$ cat config.mk
export PLATFORM = sky130hd
export DESIGN_NAME = pc_fetch_unit
export DESIGN_NICKNAME = d
export VERILOG_FILES = /design/src/rtl/pc_fetch_unit.sv
export SDC_FILE = /design/constraint.sdc
export NUM_CORES = 1
export LEC_CHECK = 0
export BUFFER_PORTS_ARGS = -buffer_cell sky130_fd_sc_hd__buf_2
export CAP_MARGIN = 10
export CORE_UTILIZATION = 46
export CTS_BUF_LIST = sky130_fd_sc_hd__clkbuf_16
export CTS_CLUSTER_SIZE = 20
export DETAILED_ROUTE_END_ITERATION = 6
export PLACE_DENSITY = 0.78
export REMOVE_ABC_BUFFERS = 1
export SLEW_MARGIN = 15
export SYNTH_ARGS = -nofsm -noshare
export SYNTH_HDL_FRONTEND = slang
export SYNTH_SLANG_ARGS = --single-unit
$ cat constraint.sdc
create_clock -name clk -period 2.5 [get_ports clk]
set_clock_uncertainty 0.15 [all_clocks]
set_input_delay 0.5 -clock clk [delete_from_list [all_inputs] [get_ports clk]]
set_output_delay 0.5 -clock clk [all_outputs]
set_load 0.02 [all_outputs]
$ cat src/rtl/pc_fetch_unit.sv
// Program counter and fetch sequencer: sequential advance over a valid/ready fetch
// handshake, plus branch/jump/JR/exception/ERET redirects, stall and halt/resume.
module pc_fetch_unit #(
  parameter int               WIDTH      = 32,
  parameter logic [WIDTH-1:0] RESET_PC   = WIDTH'(32'h0000_0000),
  parameter logic [WIDTH-1:0] EXC_VECTOR = WIDTH'(32'h8000_0180),
  parameter int               STEP       = 4
) (
  input  logic             clk,
  input  logic             reset,
  input  logic             stall,
  output logic             fetch_valid,
  input  logic             fetch_ready,
  output logic [WIDTH-1:0] pc,
  output logic [WIDTH-1:0] pc_plus4,
  input  logic [WIDTH-1:0] redir_base,
  input  logic             br_taken,
  input  logic [15:0]      br_off,
  input  logic             j_valid,
  input  logic [25:0]      j_index,
  input  logic             jr_valid,
  input  logic [WIDTH-1:0] jr_target,
  input  logic             exc,
  input  logic [WIDTH-1:0] exc_pc,
  input  logic             eret,
  input  logic             halt_req,
  input  logic             resume,
  output logic [WIDTH-1:0] epc,
  output logic             misalign_err,
  output logic             halted
);

  typedef enum logic [1:0] {BOOT, RUN, HALTED} state_t;

  state_t           state;
  logic [WIDTH-1:0] base4;
  logic [WIDTH-1:0] br_target;
  logic [WIDTH-1:0] j_target;
  logic             jr_misaligned;

  assign base4         = redir_base + WIDTH'(4);
  assign br_target     = base4 + {{(WIDTH-18){br_off[15]}}, br_off, 2'b00};
  assign j_target      = {base4[WIDTH-1:28], j_index, 2'b00};
  assign jr_misaligned = (jr_target[1:0] != 2'b00);

  assign fetch_valid = (state == RUN) && !stall;
  assign pc_plus4    = pc + WIDTH'(STEP);

  always_ff @(posedge clk or posedge reset) begin
    if (reset) begin
      state        <= BOOT;
      pc           <= RESET_PC;
      epc          <= '0;
      misalign_err <= 1'b0;
      halted       <= 1'b0;
    end else begin
      misalign_err <= 1'b0;
      unique case (state)
        BOOT: begin
          state  <= RUN;
          halted <= 1'b0;
        end
        RUN: begin
          if (exc) begin
            pc  <= EXC_VECTOR;
            epc <= exc_pc;
          end else if (eret) begin
            pc <= epc;
          end else if (jr_valid) begin
            if (jr_misaligned) begin
              pc           <= EXC_VECTOR;
              epc          <= jr_target;
              misalign_err <= 1'b1;
            end else begin
              pc <= jr_target;
            end
          end else if (j_valid) begin
            pc <= j_target;
          end else if (br_taken) begin
            pc <= br_target;
          end else if (halt_req) begin
            state  <= HALTED;
            halted <= 1'b1;
          end else if (fetch_valid && fetch_ready) begin
            pc <= pc_plus4;
          end
        end
        HALTED: begin
          // Only an exception or resume leaves HALTED; other redirects are dropped.
          if (exc) begin
            pc     <= EXC_VECTOR;
            epc    <= exc_pc;
            state  <= RUN;
            halted <= 1'b0;
          end else if (resume) begin
            state  <= RUN;
            halted <= 1'b0;
          end
        end
        default: begin
          state  <= BOOT;
          halted <= 1'b0;
        end
      endcase
    end
  end

endmodule

Word-level counts from Yosys, hierarchy flattened --
Cells that the tools add are included. Widths: inputs -> output; s select.
Storage, ports and cells: register bits after elaboration 68, latch bits 0, bits in writable memories 0, ROM bits 0, input bits 149, logic and storage cells 71, memories 0
Operators by class: add/subtract/negate cells 3, multiply operators 0, divide/modulo/power cells 0, order comparisons 0, equal/unequal tests 15, shift-type cells 0, muxes and demuxes 39, bitwise logic cells 0, reduce and logical (&&, ||, !) cells 9
Operators by type and width (count):
- $mux 32 | 14
- $pmux 32 s2 | 2
- $add 32x3->32 const B | 2
- $add 32x32->32 | 1
- $mux 2 | 8
- $ne 2x2->1 const B | 7
- $mux 1 | 13
- $ne 3x3->1 const B | 4
- $ne 7x6->1 const B | 1
- $ne 7x7->1 const B | 1
- $reduce_and 7->1 | 1
- $pmux 2 s3 | 1
- $reduce_and 5->1 | 1
- $reduce_and 4->1 | 1
- $reduce_bool 2->1 | 2
- $eq 2x1->1 const B | 1
- $eq 2x2->1 const B | 1
- $logic_and 1x1->1 | 2
- $logic_not 2->1 | 1
- $pmux 1 s2 | 1
- $logic_not 1->1 | 1

Logic depth before layout (Yosys ltp) --
Gate-level depths: netlist of run 1.
depth after elaboration 11, mapped depth 17

Worst setup path before layout of run 1 --
OpenSTA, ideal clock, no wires.
kind in2reg, from in redir_base[4], to reg pc[28], data arrival time 3.284 ns, path slack -1.054 ns, stages 14, path buffers 1, path through nand4_1 -> nor4_1 -> nand3_1 -> xnor2_1 -> ha_1 -> clkbuf_1 -> a21o_1 -> a21o_1 -> a21oi_1 -> o21ai_0 -> a21oi_1 -> o21ai_0 -> or4b_1 -> and3_1
Between the ends: word-level cells in the longest chain between the ends 8
Ends and longest elaborated chain:
- start, declared | RTL line 16 | input logic [WIDTH-1:0] redir_base,
- $add 32x3->32 * | RTL line 41 | assign base4 = redir_base + WIDTH'(4);
- $add 32x32->32 | RTL line 42 | assign br_target = base4 + {{(WIDTH-18){br_off[15]}}, br_off, 2'b00};
- $mux 32 | RTL line 79 | end else if (br_taken) begin
- $mux 32 * | RTL line 77 | end else if (j_valid) begin
- $mux 32 * | RTL line 69 | end else if (jr_valid) begin
- $mux 32 * | RTL line 67 | end else if (eret) begin
- $mux 32 * | RTL line 64 | if (exc) begin
- $pmux 32 s2 * | RTL line 58 | unique case (state)
- end signal, assigned | RTL line 68 | pc <= epc;
- end signal, assigned | RTL line 75 | pc <= jr_target;
- end signal, assigned | RTL line 78 | pc <= j_target;
- end, declared | RTL line 14 | output logic [WIDTH-1:0] pc,
Mark *: on every way between the ends. The rest lies on a longest branch, timed or not. A chain may end at the register's enable or synchronous reset.

Final worst setup path of run 1 --
from in redir_base[5], to reg pc[23]
Between the ends: word-level cells in the longest chain between the ends 8
Ends and longest elaborated chain (RTL line):
- $add 32x3->32 | 41
- $add 32x32->32 | 42
- $mux 32 | 79
- $mux 32 | 77
- $mux 32 | 69
- $mux 32 | 67
- $mux 32 | 64
- $pmux 32 s2 | 58
No other way between the ends.

==> results of run 1 <==
==> power breakdown <==
group	switching, mW	internal, mW	leakage, nW
clock	0.566	0.675	0.126
combinational	3.99	2.81	4.87
sequential	0.519	1.59	0.804
total	5.07	5.08	5.80
==> worst reg2reg max path: stages (launching register included) <==
cell and delay [ns]:
sky130_fd_sc_hd__dfrtp_1 0.44, sky130_fd_sc_hd__ha_4 0.19, sky130_fd_sc_hd__nand3_4 0.09, sky130_fd_sc_hd__nor3_4 0.29
sky130_fd_sc_hd__buf_4 0.19, sky130_fd_sc_hd__buf_6 0.13, sky130_fd_sc_hd__buf_6 0.11, sky130_fd_sc_hd__nand3_4 0.08
sky130_fd_sc_hd__xnor2_4 0.16, sky130_fd_sc_hd__buf_4 0.16, sky130_fd_sc_hd__a221oi_1 0.23, sky130_fd_sc_hd__o21ai_1 0.20
sky130_fd_sc_hd__o21ai_0 0.33, sky130_fd_sc_hd__nor3b_1 0.09
==> cell families (layout without fill, tap and decap cells) <==
group	after synthesis	count (layout)	synth area share
compound gates	270	270	0.267
fa+ha+maj	40	40	0.0748
buf+inv	79	567	0.0466
other cells	0	3	0
flops	67	67	0.247
simple gates	377	377	0.264
xor+xnor	74	74	0.0965
mux	3	3	0.00442
==> cell type report <==
class	instances	area (um^2)
Sequential cell	67	1680
Antenna cell	3	7.51
Inverter	30	113
Clock inverter	7	52.6
Multi-Input combinational cell	764	6100
Timing Repair Buffer	521	3620
Fill cell	772	2450
Clock buffer	9	225
Tap cell	184	230
==> metal layers <==
metal	part of all wire	routed length [um]	track usage
met1	0.31	12300	0.469
met2	0.43	17100	0.701
met4	0.12	4650	0.273
met5	0	0	0
met3	0.14	5510	0.0899
==> stage by stage <==
step	power [mW]	utilization
final	10.1	0.831
after global routing	10.4	0.830
after CTS	9.08	0.770
after detailed placement	7.18	0.672
after global placement	7.09	0.672
after floorplan	4.78	-
==> cells in the final DEF, fill, tap and decap left out, types with 9 or more instances in the layout <==
master / count
sky130_fd_sc_hd__o21ai_0: 29
sky130_fd_sc_hd__nand3_4: 12
sky130_fd_sc_hd__xnor2_4: 13
sky130_fd_sc_hd__dfrtp_1: 66
sky130_fd_sc_hd__inv_1: 27
sky130_fd_sc_hd__xnor2_1: 18
sky130_fd_sc_hd__buf_2: 216
sky130_fd_sc_hd__a221o_1: 10
sky130_fd_sc_hd__nor3_1: 19
sky130_fd_sc_hd__nor2_4: 11
sky130_fd_sc_hd__ha_1: 29
sky130_fd_sc_hd__buf_4: 250
sky130_fd_sc_hd__nor2_1: 84
sky130_fd_sc_hd__xor2_1: 16
sky130_fd_sc_hd__buf_6: 49
sky130_fd_sc_hd__clkbuf_16: 9
sky130_fd_sc_hd__a21o_1: 19
sky130_fd_sc_hd__nand3_1: 16
sky130_fd_sc_hd__o21ai_1: 9
sky130_fd_sc_hd__a31oi_1: 35
sky130_fd_sc_hd__a21oi_2: 17
sky130_fd_sc_hd__nand2_1: 129
sky130_fd_sc_hd__nand4_1: 25
sky130_fd_sc_hd__xnor2_2: 19
sky130_fd_sc_hd__and3_1: 18
sky130_fd_sc_hd__a21oi_1: 47
==> how the worst max path moves through the flow <==
| stage | slack, ns | endpoint | startpoint | cells after the start |
|---|---|---|---|---|
| after CTS | -0.88 | pc[26] | redir_base[7] | 17 |
| after detailed placement | -1.44 | pc[27] | redir_base[4] | 17 |
| final | -1.80 | pc[23] | redir_base[5] | 17 |
| after global routing | -1.78 | pc[23] | redir_base[4] | 17 |
| after floorplan | -0.99 | pc[31] | redir_base[12] | 14 |
| after global placement | -1.35 | pc[27] | redir_base[4] | 17 |
==> registers in the layout (all words and copies together), names as in the netlist <==
register and flops:
epc 32, halted 1, misalign_err 1, pc 32, state 1
==> repair_timing <==
item / in CTS / in global routing
pin swaps: 103 / 133
hold buffers: 0 / 0
hold endpoints to repair: 0 / 0
resized for setup: 183 / 128
setup buffers: 38 / 31
endpoints found under the setup margin: 48 / 52
==> results.txt, run 1 <==
----------------------------------------------------
[Floorplan]
  Die span in x ... 124 um
  # IOs ... 248
  Die Area ... 0.0153 mm^2
  Floorplan row count ... 44
  Initial standard-cell utilization of the core ... 0.469
  Core Footprint ... 0.0145 mm^2
  Overall die height ... 124 um

[Clocking]
  Clk buf depth ... 2
  Number of levels in the clock H-tree ... 3
  CTS Buf Count ... 9
  Number of sinks handled by clock tree synthesis ... 67
  Later-pin clock latency in the skew report ... 0.35 ns
  Root buffer cell ... sky130_fd_sc_hd__clkbuf_16
  TritonCTS clock tree ... built
  Clock-pin slew of the registers on the worst-case setup and hold paths ... 0.07 ns

[Logic synthesis]
  Flip-flop and latch count after synthesis ... 67
  Most area-consuming cells after synthesis ... sky130_fd_sc_hd__dfrtp_1 25%, sky130_fd_sc_hd__nand2_1 7.7%, sky130_fd_sc_hd__ha_1 7.2%
  Top cells by instance count after synthesis ... 139 x sky130_fd_sc_hd__nand2_1, 97 x sky130_fd_sc_hd__nor2_1, 67 x sky130_fd_sc_hd__a21oi_1, 67 x sky130_fd_sc_hd__dfrtp_1, 49 x sky130_fd_sc_hd__xnor2_1
  Number of unique standard cell types used by synthesis ... 73
  Top-area cell type share of the netlist area ... 0.247
  Share of async-settable or async-resettable flops after synthesis ... 1.00
  Dominant cell type by area after synthesis ... sky130_fd_sc_hd__dfrtp_1
  Most common cell in the netlist ... sky130_fd_sc_hd__nand2_1
  Sequential share of the synthesized area ... 0.247
  Post-Syn Area ... 0.00680 mm^2
  Number of instances in the synthesized netlist ... 910
  Number of flops mapped to enable cells by yosys ... 0
  Count of synthesis-stage warnings from yosys ... 0
  Commonest register cell after synthesis ... sky130_fd_sc_hd__dfrtp_1
  Mean cell area of the mapped netlist ... 7.47 um^2

[Detailed routing]
  Count of antenna-violating nets left after detailed routing ... 0
  Routed Wire Length ... 39,500 um
  DR pass1 iterations ... 7
  DRC Markers ... 11
  First-iteration detailed-routing DRC count ... 1,654
  Via-to-Cell Ratio ... 6.86
  Number of vias in the routed layout ... 10.9k
  Routed length per placed instance ... 24.9 um

[Worst setup path]
  Type of the setup path with the least slack ... input pin to flip-flop
  Count of buffer and inverter cells on the critical path ... 4
  Critical path data required time ... 2.57 ns
  Register-to-Register Setup Slack ... -0.47 ns
  Library cell contributing the largest single delay on the critical path ... sky130_fd_sc_hd__o31ai_4
  Most common cell on crit path ... sky130_fd_sc_hd__buf_6
  R2R cell count ... 13
  CP startpoint kind ... input pin
  Reg2reg end ... pc[30]
  Endpoint class of the critical path ... flip-flop
  Maximum cell stage delay along the critical path ... 0.55 ns
  Cell-by-cell trace of the critical path ... buf_6 > nand4_1 > buf_6 > nor2_4 > nand3_2 > xnor2_2 > ha_4 > a21oi_2 > nand2b_4 > o31ai_4 > o211ai_4 > buf_6 > buf_6 > xnor2_4 > a211oi_2 > a211oi_2 > o21ai_1
  Worst flop-to-flop path startpoint ... pc[3]
  Crit path arrival time ... 4.37 ns
  Cell family with most CP delay ... compound AO/OA/AOI/OAI gates
  Highest net fanout along the worst path ... 4

[Global route]
  Wire length of the first global-routing pass ... 47,700 um
  Number of global-route vias before repair ... 9,447
  Global-route usage over all layers ... 0.414
  Maximum number of pins on one net before global-route repair ... 41
  GRT overflow ... 0
  Antenna violations before repair ... 2

[Power and ir drop]
  PwrDens ... 844 mW/mm^2
  Worst voltage drop across the vdd grid ... 0.773 mV
  Leak ... 5.80 nW

[Hold path]
  Type of the worst min-delay path ... input pin to async pin

[Timing]
  Relative max-transition margin ... 0.473
  Crit path time final ... 4.30 ns
  Highest Clock Rate ... 233 MHz
  Measured slew at the worst slew-check pin ... 0.784 ns
  Post-route clock period utilization ... 1.72
  Final max-slew violation count ... 0
  Final count of negative-setup-slack endpoints ... 51
  Setup repair after global routing missed its margin ... true
  Post-route worst hold slack ... 0.00471 ns
  Final Hold Viols ... 0
  Minimum setup slack in the final design ... -1.80 ns
  Sum Neg Setup Slack ... -33.42 ns

[Place]
  HPWL after detailed placement ... 22,200 um
  Worst Setup Slack post-DPL ... -1.44 ns
  Number of buffers inserted by port buffering ... 247
  RD Place Congestion ... 0.966
  Number of placed instances, taps included ... 1,507
  Standard cell area after detailed placement ... 0.00973 mm^2

[Finish]
  Post-layout nets ... 1,582
  Post-route standard cell area excluding fillers ... 0.0120 mm^2
  Final std cells w/o fill ... 1,585
  Area Overhead vs Synth ... 77.0%
  Share of final-layout standard cells stronger than drive strength 1 ... 0.514

[Outcome]
  Run status ... complete, but fails checks
  Violated checks ... design-rule violations, negative setup slack

[Run]
  Number of max-cap violations ... 0

----------------------------------------------------
No activity file was read; power rests on OpenSTA's default activity.
==> run 2: changes to the inputs <==
--- a/config.mk
+++ b/config.mk
@@ -11,6 +11,7 @@
 export CTS_BUF_LIST = sky130_fd_sc_hd__clkbuf_16
 export CTS_CLUSTER_SIZE = 20
 export DETAILED_ROUTE_END_ITERATION = 6
+export GPL_TIMING_DRIVEN = 0
 export PLACE_DENSITY = 0.78
 export REMOVE_ABC_BUFFERS = 1
 export SLEW_MARGIN = 15
==> constraint.sdc (replaced) <==
create_clock -name clk -period 2.5 [get_ports clk]
set_clock_uncertainty 0.15 [all_clocks]
set_input_delay 0.125 -clock clk [delete_from_list [all_inputs] [get_ports clk]]
set_output_delay 0.125 -clock clk [all_outputs]
set_load 0.005 [all_outputs]
==> run 2 against run 1 <==
Compared with the run above:
- the flow finishes with violations (negative setup slack)
- via count is 16% lower
- clock power is 13% higher
- maximum frequency rose by 39%
- utilization is 9.4 points lower
- register-to-register slack gained 0.19 ns
- final area decreased by 11%
- combinational power fell by 38%
- worst hold slack improved by 0.013 ns
- critical path type unchanged
- largest power group unchanged
==> results.txt, run 2 (synthesized netlist as in run 1, its figures left out) <==
----------------------------------------------------
[Outcome]
  Run status ... complete, but fails checks (unchanged)
  Violated checks ... negative setup slack (was design-rule violations, negative setup slack)

[Clocking]
  TritonCTS clock tree ... built (unchanged)
  Later-pin clock latency in the skew report ... 0.34 ns (was 0.35 ns)
  CTS Buf Count ... 9 (unchanged)
  Clk buf depth ... 2 (unchanged)
  Root buffer cell ... sky130_fd_sc_hd__clkbuf_16 (unchanged)
  Number of sinks handled by clock tree synthesis ... 67 (unchanged)
  Number of levels in the clock H-tree ... 3 (unchanged)
  Clock-pin slew of the registers on the worst-case setup and hold paths ... 0.06 ns (was 0.07 ns)

[Power and ir drop]
  PwrDens ... 737 mW/mm^2 (was 844 mW/mm^2)
  Part of the total power dissipated in combinational logic ... 0.537 (was 0.670)
  Part of the power in the clock network ... 0.178 (was 0.122)
  Leak ... 4.86 nW (was 5.80 nW)
  Worst voltage drop across the vdd grid ... 0.543 mV (was 0.773 mV)
  Switching power share of the total ... 0.438 (was 0.500)
  Switching power total ... 3.44 mW (was 5.07 mW)
  Power share of the sequential group ... 0.285 (was 0.208)
  Int Power ... 4.41 mW (was 5.08 mW)

[Worst setup path]
  Type of the setup path with the least slack ... input pin to flip-flop (unchanged)
  Highest net fanout along the worst path ... 4 (unchanged)
  Endpoint class of the critical path ... flip-flop (unchanged)
  CP startpoint kind ... input pin (unchanged)
  Critical path data required time ... 2.57 ns (about the same)
  Crit path arrival time ... 3.16 ns (was 4.37 ns)

[Detailed routing]
  First-iteration detailed-routing DRC count ... 759 (was 1,654)
  Routed length per placed instance ... 21.0 um (was 24.9 um)
  Via-to-Cell Ratio ... 6.29 (was 6.86)
  Count of antenna-violating nets left after detailed routing ... 0 (unchanged)
  Number of vias in the routed layout ... 9,184 (was 10.9k)
  DRC Markers ... 0 (was 11)
  Routed Wire Length ... 30,700 um (was 39,500 um)
  DR pass1 iterations ... 6 (was 7)

[Finish]
  Post-route standard cell area excluding fillers ... 0.0107 mm^2 (was 0.0120 mm^2)
  Final core area utilization ... 0.737 (was 0.831)
  Largest registers ... epc (32), pc (32) (unchanged)
  Share of final-layout standard cells stronger than drive strength 1 ... 0.379 (was 0.514)
  Number of antenna diodes ... 0 (was 3)
  Post-layout nets ... 1,461 (was 1,582)
  Most common cell after layout, fill and taps aside ... sky130_fd_sc_hd__buf_2 (was sky130_fd_sc_hd__buf_4)
  Area Overhead vs Synth ... 57.0% (was 77.0%)
  Commonest non-fill, non-tap cells in the layout ... 235 x sky130_fd_sc_hd__buf_2, 133 x sky130_fd_sc_hd__nand2_1, 86 x sky130_fd_sc_hd__nor2_1, 73 x sky130_fd_sc_hd__dlygate4sd3_1, 69 x sky130_fd_sc_hd__buf_4 (was 250 x sky130_fd_sc_hd__buf_4, 216 x sky130_fd_sc_hd__buf_2, 129 x sky130_fd_sc_hd__nand2_1, 84 x sky130_fd_sc_hd__nor2_1, 66 x sky130_fd_sc_hd__dfrtp_1)

[Floorplan]
  # IOs ... 248 (unchanged)
  Initial standard-cell utilization of the core ... 0.469 (unchanged)
  Die span in x ... 124 um (unchanged)
  Die Area ... 0.0153 mm^2 (unchanged)
  Core Footprint ... 0.0145 mm^2 (unchanged)
  Overall die height ... 124 um (unchanged)
  Floorplan row count ... 44 (unchanged)

[Global route]
  GRT overflow ... 0 (unchanged)
  Global-route usage over all layers ... 0.377 (was 0.414)
  Antenna violations before repair ... 0 (was 2)
  Number of global-route vias before repair ... 8,518 (was 9,447)
  Maximum number of pins on one net before global-route repair ... 48 (was 41)
  Wire length of the first global-routing pass ... 43,600 um (was 47,700 um)

[Timing]
  Post-route clock period utilization ... 1.24 (was 1.72)
  Final count of negative-setup-slack endpoints ... 20 (was 51)
  Minimum setup slack in the final design ... -0.588 ns (was -1.80 ns)
  Relative max-transition margin ... 0.380 (was 0.473)
  Final max-slew violation count ... 0 (unchanged)
  Measured slew at the worst slew-check pin ... 0.927 ns (was 0.784 ns)
  Highest Clock Rate ... 324 MHz (was 233 MHz)
  Setup repair after global routing missed its margin ... true (unchanged)
  Final Hold Viols ... 0 (unchanged)
  Crit path time final ... 3.09 ns (was 4.30 ns)

[Place]
  RD Place Congestion ... 0.949 (was 0.966)
  HPWL after detailed placement ... 18,900 um (was 22,200 um)
  Standard cell area after detailed placement ... 0.00820 mm^2 (was 0.00973 mm^2)
  Number of buffers inserted by port buffering ... 247 (unchanged)

[Hold path]
  Type of the worst min-delay path ... input pin to flip-flop (was input pin to async pin)

[Run]
  Number of max-cap violations ... 0 (unchanged)

----------------------------------------------------
==> run 2: cell types whose count changed in the layout (fill, tap and decap cells not counted), sizes merged <==
cell / before / now
buf: 520 / 325
bufinv: 0 / 2
clkinvlp: 3 / 4
diode: 3 / 0
dlygate4sd3: 0 / 73
inv: 30 / 28
==> run 2: power groups by stage <==
| stage | registers, mW | logic [mW] | clock network [mW] |
|---|---|---|---|
| 6_report | 2.24 | 4.22 | 1.40 |
| 5_1_grt | 2.30 | 4.54 | 1.45 |
| 3_5_place_dp | 2.20 | 3.43 | 0 |
| 4_1_cts | 2.19 | 3.81 | 1.39 |
| 2_1_floorplan | 2.12 | 1.81 | 0 |
| 3_3_place_gp | 2.19 | 3.27 | 0 |
==> run 2: stage by stage <==
stage | worst slack [ns] | hold WS [ns] | power (mW) | cells | setup TNS, ns
global route | -0.725 | 0.0159 | 8.29 | 1461 | -10.82
global placement | -2.77 | 0.231 | 5.46 | 1292 | -130.22
floorplan | -0.818 | 0.0471 | 3.93 | 861 | -12.17
finish | -0.588 | 0.0177 | 7.86 | 1461 | -8.01
detailed placement | -1.34 | 0.0232 | 5.63 | 1297 | -32.99
CTS | -0.414 | 0.00346 | 7.40 | 1435 | -4.75
==> run 2: final cells by class <==
| cell class | count | area (um^2) |
|---|---|---|
| Multi-Input combinational cell | 764 | 5550 |
| Fill cell | 1015 | 3810 |
| Timing Repair Buffer | 399 | 2750 |
| Sequential cell | 67 | 1690 |
| Tap cell | 184 | 230 |
| Clock buffer | 9 | 225 |
| Inverter | 30 | 120 |
| Clock inverter | 7 | 92.6 |
| Timing Repair inverter | 1 | 7.51 |
==> run 2: path summary, 6_finish.rpt <==
path | startpoint | end | slack, ns | cells after the start
setup / recovery | redir_base[7] | pc[30] | -0.59 | 16
hold reg to reg | pc[1] | pc[1] | 0.36 | 2
setup reg to reg | state[0] | pc[31] | -0.28 | 10
min in group asynchronous | reset | epc[9] | 0.22 | 3
hold / removal | j_index[15] | pc[17] | 0.02 | 3
max in group asynchronous | reset | pc[15] | 1.39 | 4
==> run 2: timing repair <==
action / in CTS / in global routing
hold buffers: 73 / 0
endpoints found under the hold margin: 71 / 0
gates cloned: 1 / 0
setup buffers: 49 / 27
resized for setup: 118 / 76
pin swaps: 84 / 73
setup endpoints to repair: 60 / 30
==> run 2: layer usage <==
layer | routed length [um] | part of all wire | up-vias | global-route usage
met5 | 0 | 0 | - | 0
met4 | 1940 | 0.063 | 0 | 0.232
met3 | 2870 | 0.094 | 175 | 0.0738
met2 | 14600 | 0.48 | 666 | 0.633
met1 | 11200 | 0.37 | 4290 | 0.441
li1 | - | - | 4053 | -
==> run 2: critical path, cell delays in order <==
cell and delay (ns):
sky130_fd_sc_hd__buf_6 0.07, sky130_fd_sc_hd__nand4_1 0.13, sky130_fd_sc_hd__buf_6 0.16, sky130_fd_sc_hd__nor2_4 0.17, sky130_fd_sc_hd__nand3_1 0.13, sky130_fd_sc_hd__xnor2_1 0.15, sky130_fd_sc_hd__ha_1 0.37, sky130_fd_sc_hd__nand2_1 0.18
sky130_fd_sc_hd__nor2_4 0.20, sky130_fd_sc_hd__o2111ai_2 0.14, sky130_fd_sc_hd__and3_4 0.23, sky130_fd_sc_hd__or3_4 0.38, sky130_fd_sc_hd__a31oi_4 0.25, sky130_fd_sc_hd__o21ai_2 0.10, sky130_fd_sc_hd__a211oi_2 0.27, sky130_fd_sc_hd__nor3b_2 0.08
